==> src/rtl/vga_im_reader_pkg.sv <==
// Shared defaults, FSM state type and pipeline entry type for the VGA image-memory reader.
package vga_im_reader_pkg;

  localparam int unsigned IM_ADDR_W_DEF  = 15;
  localparam int unsigned IM_DATA_W_DEF  = 8;
  localparam int unsigned H_ACTIVE_DEF   = 640;
  localparam int unsigned H_FP_DEF       = 16;
  localparam int unsigned H_SYNC_DEF     = 96;
  localparam int unsigned H_BP_DEF       = 48;
  localparam int unsigned V_ACTIVE_DEF   = 480;
  localparam int unsigned V_FP_DEF       = 10;
  localparam int unsigned V_SYNC_DEF     = 2;
  localparam int unsigned V_BP_DEF       = 33;
  localparam int unsigned SCALE_LOG2_DEF = 2;

  typedef enum logic [1:0] {StIdle, StRun, StStopping} state_e;

  // Control flags carried alongside the memory access so video timing stays aligned with rgb.
  typedef struct packed {
    logic valid;
    logic de;
    logic hsync;
    logic vsync;
    logic fstart;
  } pipe_t;

  localparam pipe_t PipeIdle = '{valid: 1'b0, de: 1'b0, hsync: 1'b1, vsync: 1'b1, fstart: 1'b0};

  function automatic logic in_window(int unsigned pos, int unsigned lo, int unsigned len);
    return (pos >= lo) && (pos < lo + len);
  endfunction

endpackage

==> src/rtl/vga_im_reader_if.sv <==
// Image-memory read port: address/enable out, data back one cycle later.
interface vga_im_reader_if import vga_im_reader_pkg::*; #(
  parameter int unsigned IM_ADDR_W = IM_ADDR_W_DEF,
  parameter int unsigned IM_DATA_W = IM_DATA_W_DEF
) ();

  logic                 im_r_en;
  logic [IM_ADDR_W-1:0] im_r_addr;
  logic [IM_DATA_W-1:0] im_r_data;

  modport master (output im_r_en, output im_r_addr, input im_r_data);
  modport slave  (input im_r_en, input im_r_addr, output im_r_data);

endinterface

==> src/rtl/vga_timing_gen.sv <==
// Horizontal/vertical scan counters with raw (unpipelined) sync, display-enable and frame flags.
module vga_timing_gen import vga_im_reader_pkg::*; #(
  parameter int unsigned H_ACTIVE = H_ACTIVE_DEF,
  parameter int unsigned H_FP     = H_FP_DEF,
  parameter int unsigned H_SYNC   = H_SYNC_DEF,
  parameter int unsigned H_BP     = H_BP_DEF,
  parameter int unsigned V_ACTIVE = V_ACTIVE_DEF,
  parameter int unsigned V_FP     = V_FP_DEF,
  parameter int unsigned V_SYNC   = V_SYNC_DEF,
  parameter int unsigned V_BP     = V_BP_DEF,
  parameter int unsigned H_CNT_W  = $clog2(H_ACTIVE + H_FP + H_SYNC + H_BP),
  parameter int unsigned V_CNT_W  = $clog2(V_ACTIVE + V_FP + V_SYNC + V_BP)
) (
  input  logic               clk,
  input  logic               rst,
  input  logic               advance,
  output logic [H_CNT_W-1:0] h_cnt,
  output logic [V_CNT_W-1:0] v_cnt,
  output logic               line_end,
  output logic               frame_end,
  output logic               de_raw,
  output logic               hsync_raw,
  output logic               vsync_raw,
  output logic               frame_first
);

  localparam int unsigned H_TOTAL = H_ACTIVE + H_FP + H_SYNC + H_BP;
  localparam int unsigned V_TOTAL = V_ACTIVE + V_FP + V_SYNC + V_BP;

  logic [H_CNT_W-1:0] h_cnt_q, h_cnt_d;
  logic [V_CNT_W-1:0] v_cnt_q, v_cnt_d;

  assign line_end  = h_cnt_q == H_CNT_W'(H_TOTAL - 1);
  assign frame_end = line_end && (v_cnt_q == V_CNT_W'(V_TOTAL - 1));

  always_comb begin
    h_cnt_d = h_cnt_q;
    v_cnt_d = v_cnt_q;
    if (advance) begin
      if (line_end) begin
        h_cnt_d = '0;
        v_cnt_d = frame_end ? '0 : v_cnt_q + V_CNT_W'(1);
      end else begin
        h_cnt_d = h_cnt_q + H_CNT_W'(1);
      end
    end
  end

  always_ff @(posedge clk) begin
    if (!rst) begin
      h_cnt_q <= '0;
      v_cnt_q <= '0;
    end else begin
      h_cnt_q <= h_cnt_d;
      v_cnt_q <= v_cnt_d;
    end
  end

  assign h_cnt       = h_cnt_q;
  assign v_cnt       = v_cnt_q;
  assign de_raw      = in_window(32'(h_cnt_q), 0, H_ACTIVE) && in_window(32'(v_cnt_q), 0, V_ACTIVE);
  assign hsync_raw   = !in_window(32'(h_cnt_q), H_ACTIVE + H_FP, H_SYNC);
  assign vsync_raw   = !in_window(32'(v_cnt_q), V_ACTIVE + V_FP, V_SYNC);
  assign frame_first = (h_cnt_q == '0) && (v_cnt_q == '0);

endmodule

==> src/rtl/vga_im_reader.sv <==
// Scans an image memory in VGA raster order with pixel replication; three-stage aligned output.
module vga_im_reader import vga_im_reader_pkg::*; #(
  parameter int unsigned IM_ADDR_W  = IM_ADDR_W_DEF,
  parameter int unsigned IM_DATA_W  = IM_DATA_W_DEF,
  parameter int unsigned H_ACTIVE   = H_ACTIVE_DEF,
  parameter int unsigned H_FP       = H_FP_DEF,
  parameter int unsigned H_SYNC     = H_SYNC_DEF,
  parameter int unsigned H_BP       = H_BP_DEF,
  parameter int unsigned V_ACTIVE   = V_ACTIVE_DEF,
  parameter int unsigned V_FP       = V_FP_DEF,
  parameter int unsigned V_SYNC     = V_SYNC_DEF,
  parameter int unsigned V_BP       = V_BP_DEF,
  parameter int unsigned SCALE_LOG2 = SCALE_LOG2_DEF
) (
  input  logic                 clk,
  input  logic                 rst,
  input  logic                 en,
  vga_im_reader_if.master      mem,
  output logic                 hsync,
  output logic                 vsync,
  output logic                 de,
  output logic [IM_DATA_W-1:0] rgb,
  output logic                 frame_start,
  output logic                 busy
);

  localparam int unsigned H_CNT_W  = $clog2(H_ACTIVE + H_FP + H_SYNC + H_BP);
  localparam int unsigned V_CNT_W  = $clog2(V_ACTIVE + V_FP + V_SYNC + V_BP);
  localparam int unsigned IMG_W    = H_ACTIVE >> SCALE_LOG2;
  localparam int unsigned SUB_MASK = (32'd1 << SCALE_LOG2) - 32'd1;

  state_e               state_q, state_d;
  logic                 scan;
  logic [H_CNT_W-1:0]   h_cnt;
  logic [V_CNT_W-1:0]   v_cnt;
  logic                 line_end, frame_end, de_raw, hsync_raw, vsync_raw, frame_first;
  logic                 v_active, sub_last;
  logic [IM_ADDR_W-1:0] row_base_q, row_base_d, col;
  logic                 r_en_q;
  logic [IM_ADDR_W-1:0] r_addr_q;
  logic [IM_DATA_W-1:0] rgb_q;
  pipe_t                p0, p1_q, p2_q, p3_q;

  assign scan = state_q != StIdle;

  vga_timing_gen #(
    .H_ACTIVE (H_ACTIVE),
    .H_FP     (H_FP),
    .H_SYNC   (H_SYNC),
    .H_BP     (H_BP),
    .V_ACTIVE (V_ACTIVE),
    .V_FP     (V_FP),
    .V_SYNC   (V_SYNC),
    .V_BP     (V_BP),
    .H_CNT_W  (H_CNT_W),
    .V_CNT_W  (V_CNT_W)
  ) u_timing (
    .clk         (clk),
    .rst         (rst),
    .advance     (scan),
    .h_cnt       (h_cnt),
    .v_cnt       (v_cnt),
    .line_end    (line_end),
    .frame_end   (frame_end),
    .de_raw      (de_raw),
    .hsync_raw   (hsync_raw),
    .vsync_raw   (vsync_raw),
    .frame_first (frame_first)
  );

  always_comb begin
    state_d = state_q;
    unique case (state_q)
      StIdle:     if (en) state_d = StRun;
      StRun:      if (!en) state_d = StStopping;
      StStopping: begin
        if (en)             state_d = StRun;
        else if (frame_end) state_d = StIdle;
      end
      default:    state_d = StIdle;
    endcase
  end

  // Row base steps by one image row after the last replicated copy of each active line.
  assign v_active = in_window(32'(v_cnt), 0, V_ACTIVE);
  assign sub_last = (v_cnt & V_CNT_W'(SUB_MASK)) == V_CNT_W'(SUB_MASK);
  assign col      = IM_ADDR_W'(h_cnt >> SCALE_LOG2);

  always_comb begin
    row_base_d = row_base_q;
    if (scan && line_end) begin
      if (frame_end)                 row_base_d = '0;
      else if (v_active && sub_last) row_base_d = row_base_q + IM_ADDR_W'(IMG_W);
    end
  end

  always_comb begin
    p0 = PipeIdle;
    if (scan) begin
      p0.valid  = 1'b1;
      p0.de     = de_raw;
      p0.hsync  = hsync_raw;
      p0.vsync  = vsync_raw;
      p0.fstart = frame_first;
    end
  end

  always_ff @(posedge clk) begin
    if (!rst) begin
      state_q    <= StIdle;
      row_base_q <= '0;
      p1_q       <= PipeIdle;
      p2_q       <= PipeIdle;
      p3_q       <= PipeIdle;
      r_en_q     <= 1'b0;
      r_addr_q   <= '0;
      rgb_q      <= '0;
    end else begin
      state_q    <= state_d;
      row_base_q <= row_base_d;
      p1_q       <= p0;
      p2_q       <= p1_q;
      p3_q       <= p2_q;
      r_en_q     <= p0.de;
      r_addr_q   <= p0.de ? row_base_q + col : '0;
      rgb_q      <= p2_q.de ? mem.im_r_data : '0;
    end
  end

  assign mem.im_r_en   = r_en_q;
  assign mem.im_r_addr = r_addr_q;
  assign hsync         = p3_q.hsync;
  assign vsync         = p3_q.vsync;
  assign de            = p3_q.de;
  assign frame_start   = p3_q.fstart;
  assign rgb           = rgb_q;
  assign busy          = scan | p1_q.valid | p2_q.valid | p3_q.valid;

endmodule

==> src/flat_wrapper.sv <==
// flat-port wrapper written by rule: the top's interface ports become plain ports
module vga_im_reader_flat import vga_im_reader_pkg::*;
#(
  parameter int unsigned IM_ADDR_W  = IM_ADDR_W_DEF,
  parameter int unsigned IM_DATA_W  = IM_DATA_W_DEF,
  parameter int unsigned H_ACTIVE   = H_ACTIVE_DEF,
  parameter int unsigned H_FP       = H_FP_DEF,
  parameter int unsigned H_SYNC     = H_SYNC_DEF,
  parameter int unsigned H_BP       = H_BP_DEF,
  parameter int unsigned V_ACTIVE   = V_ACTIVE_DEF,
  parameter int unsigned V_FP       = V_FP_DEF,
  parameter int unsigned V_SYNC     = V_SYNC_DEF,
  parameter int unsigned V_BP       = V_BP_DEF,
  parameter int unsigned SCALE_LOG2 = SCALE_LOG2_DEF
)
  (clk, rst, en, hsync, vsync, de, rgb, frame_start, busy, mem_im_r_en, mem_im_r_addr, mem_im_r_data);
  vga_im_reader_if #(.IM_ADDR_W(IM_ADDR_W), .IM_DATA_W(IM_DATA_W)) mem_i ();
  input  logic clk;
  input  logic rst;
  input  logic en;
  output logic hsync;
  output logic vsync;
  output logic de;
  output logic [IM_DATA_W-1:0] rgb;
  output logic frame_start;
  output logic busy;
  output wire logic [$bits(mem_i.im_r_en)-1:0] mem_im_r_en;
  output wire logic [$bits(mem_i.im_r_addr)-1:0] mem_im_r_addr;
  input wire logic [$bits(mem_i.im_r_data)-1:0] mem_im_r_data;
  assign mem_im_r_en = mem_i.im_r_en;
  assign mem_im_r_addr = mem_i.im_r_addr;
  assign mem_i.im_r_data = mem_im_r_data;
  vga_im_reader #(.IM_ADDR_W(IM_ADDR_W), .IM_DATA_W(IM_DATA_W), .H_ACTIVE(H_ACTIVE), .H_FP(H_FP), .H_SYNC(H_SYNC), .H_BP(H_BP), .V_ACTIVE(V_ACTIVE), .V_FP(V_FP), .V_SYNC(V_SYNC), .V_BP(V_BP), .SCALE_LOG2(SCALE_LOG2)) u_core (.clk(clk), .rst(rst), .en(en), .mem(mem_i), .hsync(hsync), .vsync(vsync), .de(de), .rgb(rgb), .frame_start(frame_start), .busy(busy));
endmodule
==> config.mk <==
export PLATFORM = sky130hd
export DESIGN_NAME = vga_im_reader_flat
export DESIGN_NICKNAME = d
export VERILOG_FILES = /design/src/rtl/vga_im_reader_pkg.sv /design/src/rtl/vga_im_reader_if.sv /design/src/rtl/vga_timing_gen.sv /design/src/rtl/vga_im_reader.sv /design/src/flat_wrapper.sv
export SDC_FILE = /design/constraint.sdc
export NUM_CORES = 1
export LEC_CHECK = 0
export BUFFER_PORTS_ARGS = -buffer_cell sky130_fd_sc_hd__buf_2
export CORE_ASPECT_RATIO = 0.5
export CORE_UTILIZATION = 30
export CTS_BUF_LIST = sky130_fd_sc_hd__clkbuf_4
export CTS_CLUSTER_DIAMETER = 150
export CTS_CLUSTER_SIZE = 40
export DETAILED_ROUTE_END_ITERATION = 8
export GPL_ROUTABILITY_DRIVEN = 0
export MAX_ROUTING_LAYER = met4
export PLACE_DENSITY = 0.46
export SLEW_MARGIN = 10
export SYNTH_ARGS = -nofsm -noshare
export SYNTH_HDL_FRONTEND = slang
export SYNTH_SLANG_ARGS = --single-unit
export TNS_END_PERCENT = 5
==> constraint.sdc <==
create_clock -name clk -period 2.13 [get_ports clk]
set_input_delay 0.1065 -clock clk [delete_from_list [all_inputs] [get_ports clk]]
set_output_delay 0.1065 -clock clk [all_outputs]
set_load 0.01 [all_outputs]
# Yosys cells after proc, flatten, opt, wreduce, memory -nomap -nowiden
# Cells that the tools add are included.
# op_classes
div_mod_pow	0
n_shift	0
magnitude_cmp	6
mul	0
n_reduce_logical	20
bitwise	3
n_mux	10
eq_ne	8
n_addsub	4
# op_table
cell	n
15-bit two-way mux	2
10-bit by 1-bit adder with 10-bit output (second input constant)	2
10-bit == test (second input constant)	2
10-bit logical NOT	2
10-bit less-than comparator (second input constant)	2
10-bit by 9-bit less-than comparator with 1-bit output (second input constant)	2
10-bit two-way mux	2
15-bit by 8-bit adder with 15-bit output	1
15-bit by 8-bit adder with 15-bit output (second input constant)	1
10-bit greater-or-equal comparator (second input constant)	1
10-bit by 9-bit greater-or-equal comparator with 1-bit output (second input constant)	1
2-bit AND reduction	5
2-bit two-way mux	4
1-bit logical AND	7
2-bit one-hot mux with 3 select lines	1
5-bit two-way mux	1
2-bit == test (second input constant)	2
2-bit inequality test (second input constant)	2
2-bit nonzero test	2
3-bit inequality test (second input constant)	1
1-bit bitwise OR	3
3-bit AND reduction	1
2-bit by 1-bit == test with 1-bit output (second input constant)	1
1-bit logical NOT	2
2-bit logical NOT	1
# totals
mem_count	0
ff_bits	75
mem_bits_ro	0
inputBits	11
mem_bits_rw	0
latch_bits	0

# Depth between registers and ports, before layout
# depth
depth_word	5
ltp_mapped	8
mapped_depth_nobuf	7

# Cells and area by module
# A second synthesis with hierarchy kept.
# hier_totals
cells_unflattened	316
hier_area_um2	2922.8
# modules_own_cells
module	area_each_um2	instances	cells_each
vga_im_reader	1811.7	1	183
vga_timing_gen	1111.1	1	133

# Worst setup path before layout
# OpenSTA, ideal clock, no wires.
# synth_path
kind	reg2reg
from	reg u_core.u_timing.h_cnt_q[1] (netlist: u_core.u_timing.h_cnt[1])
to	reg u_core.row_base_q[13]
stages_incl_launch_ff	9
n_path_buf	2
t_required_ps	2005
t_arrival_ps	1841
setup_time_ps	125
path_slack_ps	164
cell_sequence	dfxtp_1 -> ha_1 -> o2111a_2 -> or4b_1 -> buf_2 -> a21o_1 -> buf_6 -> a21oi_1 -> o32ai_2
# synth_via
elab_chain_cells	4
# synth_rtl
item	line_no	text
start, declared	vga_timing_gen.sv:30	logic [H_CNT_W-1:0] h_cnt_q, h_cnt_d;
start signal, assigned	vga_timing_gen.sv:54	h_cnt_q <= h_cnt_d;
10-bit == test (*)	vga_timing_gen.sv:33	assign line_end = h_cnt_q == H_CNT_W'(H_TOTAL - 1);
1-bit logical AND	vga_timing_gen.sv:34	assign frame_end = line_end && (v_cnt_q == V_CNT_W'(V_TOTAL - 1));
2-bit nonzero test (no line)	--	
2-bit AND reduction (no line)	--	
end signal, assigned	vga_im_reader.sv:120	row_base_q <= row_base_d;
end, declared	vga_im_reader.sv:38	logic [IM_ADDR_W-1:0] row_base_q, row_base_d, col;
# Mark *: on every way between the ends. The rest lies on a longest branch, timed or not.
# A chain may end at the register's enable or synchronous reset.

# Final worst setup path
# layout_path
from	reg u_core.u_timing.h_cnt_q[1] (netlist: u_core.u_timing.h_cnt[1])
to	reg u_core.row_base_q[14]
# Same word-level chain as after synthesis.

==> reports/metrics.cfg <==
[status]
status=finished, final reports clean

[synthesis]
synth-xor-area-share_pct=8.22
async_reset_ff_share_pct=0
synth_seq_cells=70
synthMuxAreaShare_pct=0
ys_warn_count=0
synth_top_family_by_area=simple AND/OR/NAND/NOR gates
synth_nets=328
synth_adder_area_share_pct=3.92
netlist-cell-type-count=41
synthFlopType=dfxtp_1
synth_edf_count=0
ys_seq_area_share_pct=48.7
synth_cells=308
yosys.area_share.simple_pct=27.6
syn_area_um2=2880
syn_avg_cell_area_um2=9.34
synth-compound-area-share_pct=8.22

[cts]
clock-sinks=70
cts_max_level=3
root_buffer=clkbuf_4
clock_path_buffers=2
cts_made_buffers=9
path_clk_slew_ns=0.10
insertion_delay_ns=0.42
cts_tree=built

[sta]
slew_violations=0
worst-slew-pin-transition_ns=0.727
fin_skew_ns=0.0147
final-setup-viol-count=0
finalSetupTns_ns=0
min_period_ns=2.00
fmax_ghz=0.499
min_period_over_period_pct=94.0
final_hold_viol_count=0
rsz0062_at_grt=false
max_slew_margin_pct=51.1

[run]
maxCapViolCount=0

[routing]
drt_iter0_drc=112
drtAntennaViolNets=0
drc=0
vias_per_cell=4.64
wirelength_um=6080
post_drt_wl_per_cell_um=12.4
first_pass_iters=4
num_vias=2273

[setup_path]
required_ns=2.43
critPathKind=reg -> reg
worstPathArrival_ns=2.31
startpoint_type=register
worstPathMaxFanout=10
end_kind=register

[power]
irDropWorstVdd_mv=0.188
power_density_nw_per_um2=599
leakagePower_nw=1.43

[global_route]
grt_max_degree=27
grt_pass1_wl_um=10200
grt.total_usage_pct=13.7
antenna_found_initial=0
first_global_vias=2135
gr-total-overflow=0

[worst_hold_path]
hp-class=in -> reg

[floorplanning]
die_w_um=140
dieArea_um2=10000
die_height_um=71.2
start_util_pct=31.9
io_pins=40
num_rows=24
coreArea_um2=9010

[placement]
portBuffers=39
hpwl_um=4400

[layout]
nets=390
area.growth.synth_to_final_pct=20.6
drive_above_1_share_pct=21.7
final_util_pct=38.5
antenna_cells=0

==> routing by layer <==
metal	vias to the layer above	part of all wire [%]	track usage, %
li1	1173	-	-
met1	1060	52	17.1
met2	31	42	20.0
met3	9	4.7	5.41
met4	0	1.4	4.95
met5	-	0	-
==> sequential cells by signal, indices dropped and copies added, names as in the netlist <==
signal                 count
u_core.hsync               1
u_core.state_q             2
u_core.frame_start         1
u_core.p2_q                5
u_core.u_timing.v_cnt     10
u_core.vsync               1
u_core.u_timing.h_cnt     10
u_core.de                  1
u_core.row_base_q         10
u_core.rgb                 8
u_core.p1_q                5
u_core.mem.im_r_addr      15
u_core.p3_q                1
==> critical path, cell delays in order (launching register included) <==
cell and delay, ns:
dfxtp_1 0.39, ha_1 0.21, o2111a_2 0.23, or4b_4 0.52
a21o_2 0.29, a21oi_1 0.16, o22ai_1 0.10
==> synth_stat cells (2+ instances only) <==
cell type / count / area [um^2]
xnor2_1: 14 / 123
nor4_1: 4 / 25.0
buf_2: 3 / 15.0
and3_1: 15 / 93.8
nand3b_1: 6 / 45.0
nand2b_1: 7 / 43.8
o21ai_0: 3 / 15.0
clkbuf_1: 10 / 37.5
and2_1: 14 / 87.6
a21oi_1: 12 / 60.1
ha_1: 9 / 113
dfxtp_1: 70 / 1400
nor2_1: 38 / 143
a21boi_0: 3 / 22.5
nand3_1: 13 / 65.1
nor2b_1: 2 / 12.5
o32ai_2: 2 / 32.5
a21o_1: 3 / 22.5
nand2_1: 22 / 82.6
inv_1: 8 / 30.0
xor2_1: 13 / 114
nor4b_1: 2 / 17.5
or3b_2: 2 / 17.5
nand4_1: 11 / 68.8
o22ai_1: 6 / 37.5
==> cell type report <==
type,instances,area [um^2]
inverters,8,30.0
fillers,957,5540
clock buffers,10,75.1
flip-flops and latches,70,1400
multi-input cells,216,1390
repair buffers,65,413
clock inverters,4,16.3
well taps,117,146
==> placed cells by master (no fill, tap or decap), types with 7 or more instances in the layout <==
master,count
xor2_1,13
nand4_1,11
inv_1,8
and3_1,15
ha_1,9
nand2b_1,7
nor2_1,38
buf_4,17
clkbuf_4,10
dlygate4sd3_1,9
nand3_1,13
buf_2,39
dfxtp_1,70
nand2_1,22
xnor2_1,14
and2_1,14
a21oi_1,12
==> timing repair <==
item                                    in CTS  in global routing
hold endpoints to repair                    10                  0
endpoints found under the setup margin       0                 20
hold buffers                                 9                  0
buffers inserted                             0                  0
resized for setup                            0                  3
==> kinds of logic (layout without fill, tap and decap cells) <==
family | Yosys count | in the layout
buf+inv | 22 | 87
xor+xnor | 27 | 27
flops | 70 | 70
fa+ha+maj | 9 | 9
simple gates | 147 | 147
compound gates | 33 | 33
==> worst paths after layout <==
check                           startpoint               endpoint  slack, ns  cells past startpoint
hold / removal                         rst         u_core.p1_q[4]       0.07                      3
setup reg to reg  u_core.u_timing.h_cnt[1]  u_core.row_base_q[14]       0.13                      6
hold reg to reg             u_core.p2_q[2]           u_core.hsync       0.42                      1
setup / recovery  u_core.u_timing.h_cnt[1]  u_core.row_base_q[14]       0.13                      6
==> where the power goes <==
| group | internal, mW | switching, mW |
|---|---|---|
| Sequential | 1.32 | 0.00882 |
| Combinational | 0.0433 | 0.0504 |
| Clock | 0.228 | 0.425 |
==> through the flow <==
step	power (mW)	hold WS, ns	instances	worst slack, ns	instance area [um^2]
after global routing	2.20	0.0816	490	0.0273	3470
after floorplan	1.41	0.196	308	0.164	2880
after detailed placement	1.44	0.319	467	0.0178	3280
after global placement	1.44	0.311	467	0.0663	3280
final	2.08	0.0731	490	0.128	3470
after CTS	2.12	0.0609	490	0.0134	3460
Power figures use the tool's default switching activity.
